[src/rtl/obi_rr_arbiter.sv]
// N-master to 1-slave OBI arbiter with round-robin selection and in-order response routing.
// Define OBI_ARB_FIXED_PRIO_EN to replace round-robin with fixed lowest-index-first priority.
module obi_rr_arbiter #(
   parameter int NUM_MASTERS     = 2,
   parameter int ADDR_WIDTH      = 32,
   parameter int DATA_WIDTH      = 32,
   parameter int MAX_OUTSTANDING = 2
) (
   input  logic                                clk_i,
   input  logic                                rst_ni,
   input  logic [NUM_MASTERS-1:0]              m_req_i,
   output logic [NUM_MASTERS-1:0]              m_gnt_o,
   input  logic [NUM_MASTERS*ADDR_WIDTH-1:0]   m_addr_i,
   input  logic [NUM_MASTERS-1:0]              m_we_i,
   input  logic [NUM_MASTERS*DATA_WIDTH/8-1:0] m_be_i,
   input  logic [NUM_MASTERS*DATA_WIDTH-1:0]   m_wdata_i,
   output logic [NUM_MASTERS-1:0]              m_rvalid_o,
   output logic [DATA_WIDTH-1:0]               m_rdata_o,
   output logic                                s_req_o,
   input  logic                                s_gnt_i,
   output logic [ADDR_WIDTH-1:0]               s_addr_o,
   output logic                                s_we_o,
   output logic [DATA_WIDTH/8-1:0]             s_be_o,
   output logic [DATA_WIDTH-1:0]               s_wdata_o,
   input  logic                                s_rvalid_i,
   input  logic [DATA_WIDTH-1:0]               s_rdata_i,
   output logic                                err_o
);

   localparam int BE_W  = DATA_WIDTH / 8;
   localparam int SEL_W = $clog2(NUM_MASTERS);
   localparam int CNT_W = $clog2(MAX_OUTSTANDING + 1);
   localparam int PTR_W = (MAX_OUTSTANDING > 1) ? $clog2(MAX_OUTSTANDING) : 1;

   localparam logic [CNT_W-1:0] CNT_MAX  = CNT_W'(MAX_OUTSTANDING);
   localparam logic [PTR_W-1:0] PTR_LAST = PTR_W'(MAX_OUTSTANDING - 1);

   logic [SEL_W-1:0] scan_sel;
   logic [SEL_W-1:0] sel;
   logic             pending_vld;
   logic [SEL_W-1:0] pending_sel;
   logic             handshake;
   logic             pop;
   logic [SEL_W-1:0] head_sel;
   logic [SEL_W-1:0] fifo_mem [MAX_OUTSTANDING];
   logic [PTR_W-1:0] wr_ptr;
   logic [PTR_W-1:0] rd_ptr;
   logic [CNT_W-1:0] count;

`ifdef OBI_ARB_FIXED_PRIO_EN
   always_comb begin
      scan_sel = '0;
      for (int i = NUM_MASTERS - 1; i >= 0; i--) begin
         if (m_req_i[i]) begin
            scan_sel = SEL_W'(i);
         end
      end
   end
`else
   localparam logic [SEL_W-1:0] SEL_LAST = SEL_W'(NUM_MASTERS - 1);

   logic [SEL_W-1:0] rr_ptr;
   logic             found;

   // Two passes: first the masters at or above rr_ptr, then wrap to those below it.
   always_comb begin
      scan_sel = rr_ptr;
      found    = 1'b0;
      for (int i = 0; i < NUM_MASTERS; i++) begin
         if (!found && m_req_i[i] && (SEL_W'(i) >= rr_ptr)) begin
            found    = 1'b1;
            scan_sel = SEL_W'(i);
         end
      end
      for (int i = 0; i < NUM_MASTERS; i++) begin
         if (!found && m_req_i[i] && (SEL_W'(i) < rr_ptr)) begin
            found    = 1'b1;
            scan_sel = SEL_W'(i);
         end
      end
   end

   always_ff @(posedge clk_i) begin
      if (!rst_ni) begin
         rr_ptr <= '0;
      end else if (handshake) begin
         rr_ptr <= (sel == SEL_LAST) ? '0 : sel + SEL_W'(1);
      end
   end
`endif

   assign sel       = pending_vld ? pending_sel : scan_sel;
   assign s_req_o   = rst_ni && (|m_req_i) && (count < CNT_MAX);
   assign handshake = s_req_o && s_gnt_i;
   assign pop       = rst_ni && s_rvalid_i && (count != '0);
   assign head_sel  = fifo_mem[rd_ptr];
   assign m_rdata_o = s_rdata_i;

   always_comb begin
      s_addr_o   = '0;
      s_we_o     = 1'b0;
      s_be_o     = '0;
      s_wdata_o  = '0;
      m_gnt_o    = '0;
      m_rvalid_o = '0;
      for (int i = 0; i < NUM_MASTERS; i++) begin
         if (s_req_o && (sel == SEL_W'(i))) begin
            s_addr_o   = m_addr_i[i*ADDR_WIDTH +: ADDR_WIDTH];
            s_we_o     = m_we_i[i];
            s_be_o     = m_be_i[i*BE_W +: BE_W];
            s_wdata_o  = m_wdata_i[i*DATA_WIDTH +: DATA_WIDTH];
            m_gnt_o[i] = s_gnt_i;
         end
         m_rvalid_o[i] = pop && (head_sel == SEL_W'(i));
      end
   end

   // The stalled selection is locked so the slave sees stable fields until it grants.
   always_ff @(posedge clk_i) begin
      if (!rst_ni) begin
         pending_vld <= 1'b0;
         pending_sel <= '0;
         wr_ptr      <= '0;
         rd_ptr      <= '0;
         count       <= '0;
         err_o       <= 1'b0;
      end else begin
         if (handshake) begin
            pending_vld <= 1'b0;
         end else if (s_req_o && !s_gnt_i) begin
            pending_vld <= 1'b1;
            pending_sel <= sel;
         end
         if (handshake) begin
            fifo_mem[wr_ptr] <= sel;
            wr_ptr           <= (wr_ptr == PTR_LAST) ? '0 : wr_ptr + PTR_W'(1);
         end
         if (pop) begin
            rd_ptr <= (rd_ptr == PTR_LAST) ? '0 : rd_ptr + PTR_W'(1);
         end
         case ({handshake, pop})
            2'b10:   count <= count + CNT_W'(1);
            2'b01:   count <= count - CNT_W'(1);
            default: count <= count;
         endcase
         if (s_rvalid_i && (count == '0)) begin
            err_o <= 1'b1;
         end
      end
   end

endmodule

[config.mk]
export PLATFORM = sky130hd
export DESIGN_NAME = obi_rr_arbiter
export DESIGN_NICKNAME = d
export VERILOG_FILES = /design/src/rtl/obi_rr_arbiter.sv
export SDC_FILE = /design/constraint.sdc
export NUM_CORES = 1
export LEC_CHECK = 0
export CORE_AREA = 2 2 109 111
export CTS_BUF_LIST = sky130_fd_sc_hd__clkbuf_2
export CTS_CLUSTER_DIAMETER = 120
export DETAILED_ROUTE_END_ITERATION = 16
export DIE_AREA = 0 0 111 113
export PLACE_DENSITY = 0.76
export REMOVE_ABC_BUFFERS = 1
export SKIP_CTS_REPAIR_TIMING = 1
export SYNTH_ARGS = -nofsm -noshare
export SYNTH_HDL_FRONTEND = slang
export SYNTH_SLANG_ARGS = --single-unit
[constraint.sdc]
create_clock -name clk_i -period 3.8 [get_ports clk_i]
set_input_delay 0.38 -clock clk_i [delete_from_list [all_inputs] [get_ports clk_i]]
set_output_delay 0.38 -clock clk_i [all_outputs]
set_load 0.05 [all_outputs]
==> qor.csv, run 1 <==
stage,metric,value,unit
synth,top post-synthesis cells by area,"o2111ai_1 41%, mux2i_1 24%, buf_4 8.1%",
worst_setup_path,critical path launch point type,flip-flop,
worst_setup_path,crit path capture type,output port,
timing,Final Cycle Share,85.0,%
min_path,hold depth,2,
worst_setup_path,Worst EP arrival,2.85,ns
power,VDD IR max,0.201,mV
min_path,type of the worst min-delay path,flip-flop to flip-flop,
timing,worst hold slack,0.482,ns
die,Initial Utilization,26.3,%
global_route,first-pass GRT wire length,20400,um
power,Lkg Pwr,1.82,nW
worst_setup_path,Worst path top cell family by delay,buffers and inverters,
timing,RSZ-0062 raised after global routing,no,
timing,Final Skew,0.00923,ns
power,power density over the cells,229,mW/mm2
worst_setup_path,crit path kind,flip-flop to output port,
die,Core Rows,39,
worst_setup_path,CP max-delay cell,clkdlybuf4s50_1,
die,die area,0.0125,mm2
die,Die Width,111,um
timing,worst-margin pin slew,0.865,ns
cts,CTS H-tree lvls,1,
worst_setup_path,Worst Path Max Fanout,40,
cts,CTS tree,done,
place,Final Wtd Congestion,0.768,
global_route,largest net degree at the start of global routing,140,
cts,CTS root buffer,clkbuf_2,
synth,Synth area leader,o2111ai_1,
finish,Layout Utilization,43.3,%
drt,WL/cell,21.4,um
timing,final setup fails,0,
cts,clk buf depth,2,
worst_setup_path,WP depth,5,
place,DP Cell Count,632,
worst_setup_path,cells along the critical path,"a21boi_1, o31a_2, buf_4, mux2i_1, clkdlybuf4s50_1",
synth,#FFs+latches synth,11,
die,die height,113,um
drt,via count,3767,
place,Port Buffers,218,
finish,Nets,671,
global_route,initial antenna violation count,0,
global_route,GRT Util Overall,20.1,%
finish,Layout fillers,1118,
synth,proportion of netlist area held by the largest area contributor,40.7,%
synth,sequential area share after synthesis,8.09,%
drt,number of remaining DRC errors,0,
drt,vias per cell,5.92,
worst_setup_path,Worst path max stage delay,0.87,ns
cts,cts bufs inserted,3,
synth,average cell area after synthesis,8.16,um2
synth,Post-Synthesis Cells,364,
timing,Fmax achieved,310,MHz
drt,routed wire length,13600,um
cts,"Clk pin slew, worst setup/hold paths",0.11,ns
drt,Iter 0 DRT Violations,248,
flow_run,MaxCap Viol Count,0,
finish,Finished Layout Cells,636,
synth,YS warnings,0,
die,core area,0.0113,mm2
outcome,status,"complete, no violations",
timing,max-slew violations,0,
cts,CTS sink cnt,11,
timing,TNS Setup,0,ns
timing,final hold viol count,0,
finish,number of diodes,0,
finish,Area growth syn-to-layout,64.3,%
synth,"Cell Area, Synth",0.00297,mm2
finish,layout cells sized above 1,3.85,%
worst_setup_path,Critical path buffers and inverters,2,
synth,Yosys cell types,27,
die,io pins,283,
timing,fin crit period,3.23,ns
worst_setup_path,Worst R2R Path Depth,5,
worst_setup_path,CP Data Required Time,3.42,ns
drt,drt first pass iters,4,
drt,post-route antenna net violation count,0,
place,hpwl dp,10000,um
global_route,vias in the first global route,3662,
timing,Slew HR,42.3,%
global_route,GRT overflow,0,
cts,Skew-Pair Late Insertion Delay,0.26,ns
layer usage:
layer	vias to the layer above	part of all wire, %	track usage, %
li1	1776	-	-
met5	-	0.50	4.71
met1	1778	43	26.1
met3	13	11	8.84
met4	2	0.94	2.75
met2	198	44	31.3
power breakdown:
group / switching [mW] / internal [mW]
Sequential: 0.00926 / 0.129
Combinational: 0.535 / 0.375
Clock: 0.0391 / 0.0279
layout make-up:
cell class / instances / area, um2 / share of cell area [%]
clock buffer: 4 / 20.0 / 0.410
sequential: 11 / 240 / 4.92
inverter: 7 / 27.5 / 0.564
timing repair buffer: 228 / 2290 / 46.9
multi-input combinational: 243 / 2130 / 43.6
tap: 143 / 179 / 3.67
cells by family (layout without fill, tap and decap cells):
logic type               after synthesis  in the layout  share of synthesized area [%]
AO/OA/AOI/OAI                        149            149                           43.4
XOR/XNOR                               3              3                          0.885
adder cells (fa/ha/maj)                1              1                          0.421
flip-flops                            11             11                           8.09
buffers and inverters                110            239                           20.4
multiplexers                          71             71                           23.9
AND/OR/NAND/NOR                       19             19                           2.95
Yosys cell counts, drive strengths merged:
cell,n
a311oi,1
o211a,1
edfxtp,2
nand2b,1
nor2b,1
nor2,11
o2111ai,138
o21ai,1
dfxtp,9
or4,1
ha,1
clkbuf,54
buf,49
o31ai,1
or3,2
a21oi,3
and3,1
xnor2,1
nand2,2
mux2i,71
o211ai,1
inv,7
o31a,2
a21boi,1
xor2,2
worst reg2reg max path: cells and delay by family (launching register included):
| family | cells | cell delay (ns) |
|---|---|---|
| simple gates | 3 | 1.09 |
| flops | 1 | 0.37 |
| fa+ha+maj | 1 | 0.37 |
| compound gates | 1 | 0.15 |
sequential cells by signal, summed over array words and instances, names as in the netlist, named ones only:
signal / count
count: 2
fifo_mem: 2
err_o: 1
pending_sel: 1
pending_vld: 1
rd_ptr: 1
rr_ptr: 1
wr_ptr: 1
stage by stage:
| stage | setup WS (ns) | cell area [um2] | power [mW] |
|---|---|---|---|
| finish | 0.570 | 4880 | 1.12 |
| global placement | 0.745 | 4860 | 1.04 |
| global route | 0.475 | 4880 | 1.17 |
| detailed placement | 0.695 | 4860 | 1.05 |
| floorplan | -0.701 | 2390 | 0.648 |
| CTS | 0.549 | 4880 | 1.12 |
final timing paths:
check | end | slack (ns) | start
setup / recovery | s_wdata_o[19] | 0.57 | rr_ptr
hold / removal | err_o | 0.48 | err_o
setup reg to reg | count[1] | 1.76 | count[1]
hold reg to reg | err_o | 0.48 | err_o
layout by cell type (no fill, tap or decap):
master and count:
o211a_1 1, buf_12 3, o2111ai_1 138, or4_1 1, clkinv_2 1, o211ai_1 1, a311oi_1 1, nand2b_1 1
dfxtp_1 9, clkbuf_2 4, xor2_1 2, and3_1 1, a21oi_1 3, nand2_1 2, or3_1 2, nor2b_1 1
buf_4 10, o21ai_0 1, ha_1 1, o31a_2 1, mux2i_1 71, xnor2_1 1, edfxtp_1 2, a21boi_1 1
o31ai_1 1, inv_1 6, clkdlybuf4s50_1 215, nor2_1 11, o31a_1 1
No activity file was read; power rests on OpenSTA's default activity.
==> run 2, diff against run 1 <==
--- a/config.mk
+++ b/config.mk
@@ -5,6 +5,7 @@
 export SDC_FILE = /design/constraint.sdc
 export NUM_CORES = 1
 export LEC_CHECK = 0
+export CAP_MARGIN = 15
 export CORE_AREA = 2 2 109 111
 export CTS_BUF_LIST = sky130_fd_sc_hd__clkbuf_2
 export CTS_CLUSTER_DIAMETER = 120
==> constraint.sdc (replaced) <==
create_clock -name clk_i -period 4.08 [get_ports clk_i]
set_input_delay 0.408 -clock clk_i [delete_from_list [all_inputs] [get_ports clk_i]]
set_output_delay 0.408 -clock clk_i [all_outputs]
set_load 0.05 [all_outputs]
==> qor.csv, run 2 (same netlist as run 1, synthesis figures left out) <==
stage,metric,value,unit,change
timing,Final Cycle Share,78.1,%,
worst_setup_path,Worst Setup SP,m_req_i[0],,
flow_run,MaxCap Viol Count,0,,unchanged
drt,post-route antenna net violation count,0,,unchanged
worst_setup_path,critical path launch point type,primary input,,
global_route,initial antenna violation count,0,,unchanged
timing,Fmax achieved,314,MHz,
power,overall power,1.04,mW,-7.2%
power,power density over the cells,213,mW/mm2,-7.0%
finish,"commonest non-fill, non-tap cells in the layout","215 x clkdlybuf4s50_1, 138 x o2111ai_1, 71 x mux2i_1, 11 x nor2_1, 9 x dfxtp_1",,
place,Port Buffers,218,,unchanged
drt,drt first pass iters,4,,unchanged
timing,fin crit period,3.19,ns,
place,Final Wtd Congestion,0.755,,-1.6%
cts,CTS root buffer,clkbuf_2,,
timing,final hold viol count,0,,unchanged
cts,CTS tree,done,,
cts,Skew-Pair Late Insertion Delay,0.26,ns,about the same
global_route,largest net degree at the start of global routing,139,,-0.71%
die,Initial Utilization,26.3,%,unchanged
finish,Area growth syn-to-layout,64.0,%,
drt,vias per cell,5.94,,+0.26%
die,io pins,283,,unchanged
worst_setup_path,Worst path top cell family by delay,buffers and inverters,,
die,die height,113,um,unchanged
timing,final setup fails,0,,unchanged
cts,CTS H-tree lvls,1,,unchanged
worst_setup_path,CP max-delay cell,clkdlybuf4s50_1,,
worst_setup_path,Worst path max stage delay,0.85,ns,-0.02 ns
drt,number of remaining DRC errors,0,,unchanged
timing,Slew HR,39.3,%,-3.0 points
finish,register area,240,um2,unchanged
worst_setup_path,crit path capture,s_wdata_o[30],,
worst_setup_path,WP depth,6,,+1
die,Die Width,111,um,unchanged
worst_setup_path,Worst Path Max Fanout,37,,-7.5%
finish,Nets,668,,-0.45%
min_path,type of the worst min-delay path,flip-flop to flip-flop,,
global_route,first-pass GRT wire length,20300,um,-0.71%
timing,worst-margin pin slew,0.910,ns,+0.0448 ns
drt,WL/cell,21.5,um,about the same
global_route,vias in the first global route,3736,,+2.0%
worst_setup_path,crit path kind,primary input to output port,,
global_route,GRT overflow,0,,unchanged
place,hpwl dp,9810,um,-2.3%
worst_setup_path,cells along the critical path,"buf_4, a21boi_1, o31a_2, buf_4, mux2i_1, clkdlybuf4s50_1",,
worst_setup_path,worst r2r src,count[1],,
finish,number of diodes,0,,unchanged
worst_setup_path,Critical path buffers and inverters,3,,+1
cts,CTS sink cnt,11,,unchanged
worst_setup_path,crit path capture type,output port,,
power,VDD IR max,0.113,mV,-44%
power,Lkg Pwr,1.81,nW,-0.44%
finish,"most common cell after layout, fill and taps aside",clkdlybuf4s50_1,,
finish,Regs by FF count,"count x2, fifo_mem x2",,
cts,cts bufs inserted,3,,unchanged
worst_setup_path,Worst R2R Path Depth,5,,unchanged
finish,Layout Utilization,43.2,%,-0.089 points
timing,worst hold slack,0.488,ns,+0.00539 ns
drt,Iter 0 DRT Violations,311,,+25%
global_route,GRT Util Overall,20.0,%,-0.17 points
die,Core Rows,39,,unchanged
worst_setup_path,critical path's most frequent cell,buf_4,,
finish,Multi-input gate area,0.00213,mm2,unchanged
place,pre-CTS setup slack,0.879,ns,+0.184 ns
timing,final setup margin,0.892,ns,+0.323 ns
finish,Layout fillers,1121,,+0.27%
drt,routed wire length,13600,um,-0.44%
finish,layout cells sized above 1,3.27,%,-0.59 points
cts,"Clk pin slew, worst setup/hold paths",0.12,ns,about the same
die,die area,0.0125,mm2,unchanged
cts,clk buf depth,2,,unchanged
timing,max-slew violations,0,,unchanged
outcome,status,"complete, no violations",,
timing,Final Skew,0.0108,ns,+0.00154 ns
worst_setup_path,RR Endpoint,count[1],,
die,core area,0.0113,mm2,unchanged
worst_setup_path,flop2flop setup slack,2.01,ns,+0.25 ns
worst_setup_path,Worst EP arrival,2.78,ns,-0.07 ns
worst_setup_path,CP Data Required Time,3.67,ns,+0.25 ns
drt,via count,3759,,-0.21%
timing,RSZ-0062 raised after global routing,no,,
run 2: changes by cell type in the layout (fill, tap and decap cells not counted):
cell and change:
buf_12 +1, clkbuf_2 -1, clkinv_2 +1, buf_4 -4
run 2: worst min path at each step:
stage / startpoint / depth (start not counted) / slack (ns) / endpoint
floorplan: wr_ptr / 2 / 0.45 / wr_ptr
global placement: err_o / 2 / 0.46 / err_o
detailed placement: err_o / 2 / 0.46 / err_o
CTS: err_o / 2 / 0.49 / err_o
global route: err_o / 2 / 0.53 / err_o
finish: err_o / 2 / 0.49 / err_o
run 2: layout make-up:
type / instances / area share (%)
clock inverter: 1 / 0.103
inverter: 7 / 0.565
tap: 143 / 3.67
sequential: 11 / 4.93
multi-input combinational: 243 / 43.7
timing repair buffer: 225 / 46.8
clock buffer: 3 / 0.308
run 2: worst reg2reg max path, delay by kind of cell (launching register included):
| family | cells | cell delay (ns) |
|---|---|---|
| simple gates | 3 | 1.12 |
| flops | 1 | 0.37 |
| fa+ha+maj | 1 | 0.37 |
| compound gates | 1 | 0.14 |
run 2: stage by stage:
| stage | std cells | instance area (um2) | setup TNS [ns] |
|---|---|---|---|
| after CTS | 633 | 4870 | 0 |
| final | 633 | 4870 | 0 |
| after global placement | 629 | 4850 | 0 |
| after detailed placement | 629 | 4850 | 0 |
| after global routing | 633 | 4870 | 0 |
| after floorplan | 261 | 2390 | -33.69 |
run 2: layer usage:
layer	routed length [um]	vias up	track usage, %
met5	68	-	4.71
met4	89	2	2.58
met3	1560	12	9.91
met2	5960	194	30.9
met1	5910	1781	25.4
li1	-	1770	-
run 2: power breakdown:
group          switching, mW  internal [mW]  leakage, nW
logic                  0.498          0.350         1.70
registers            0.00685          0.120       0.0925
clock network         0.0385         0.0222       0.0164
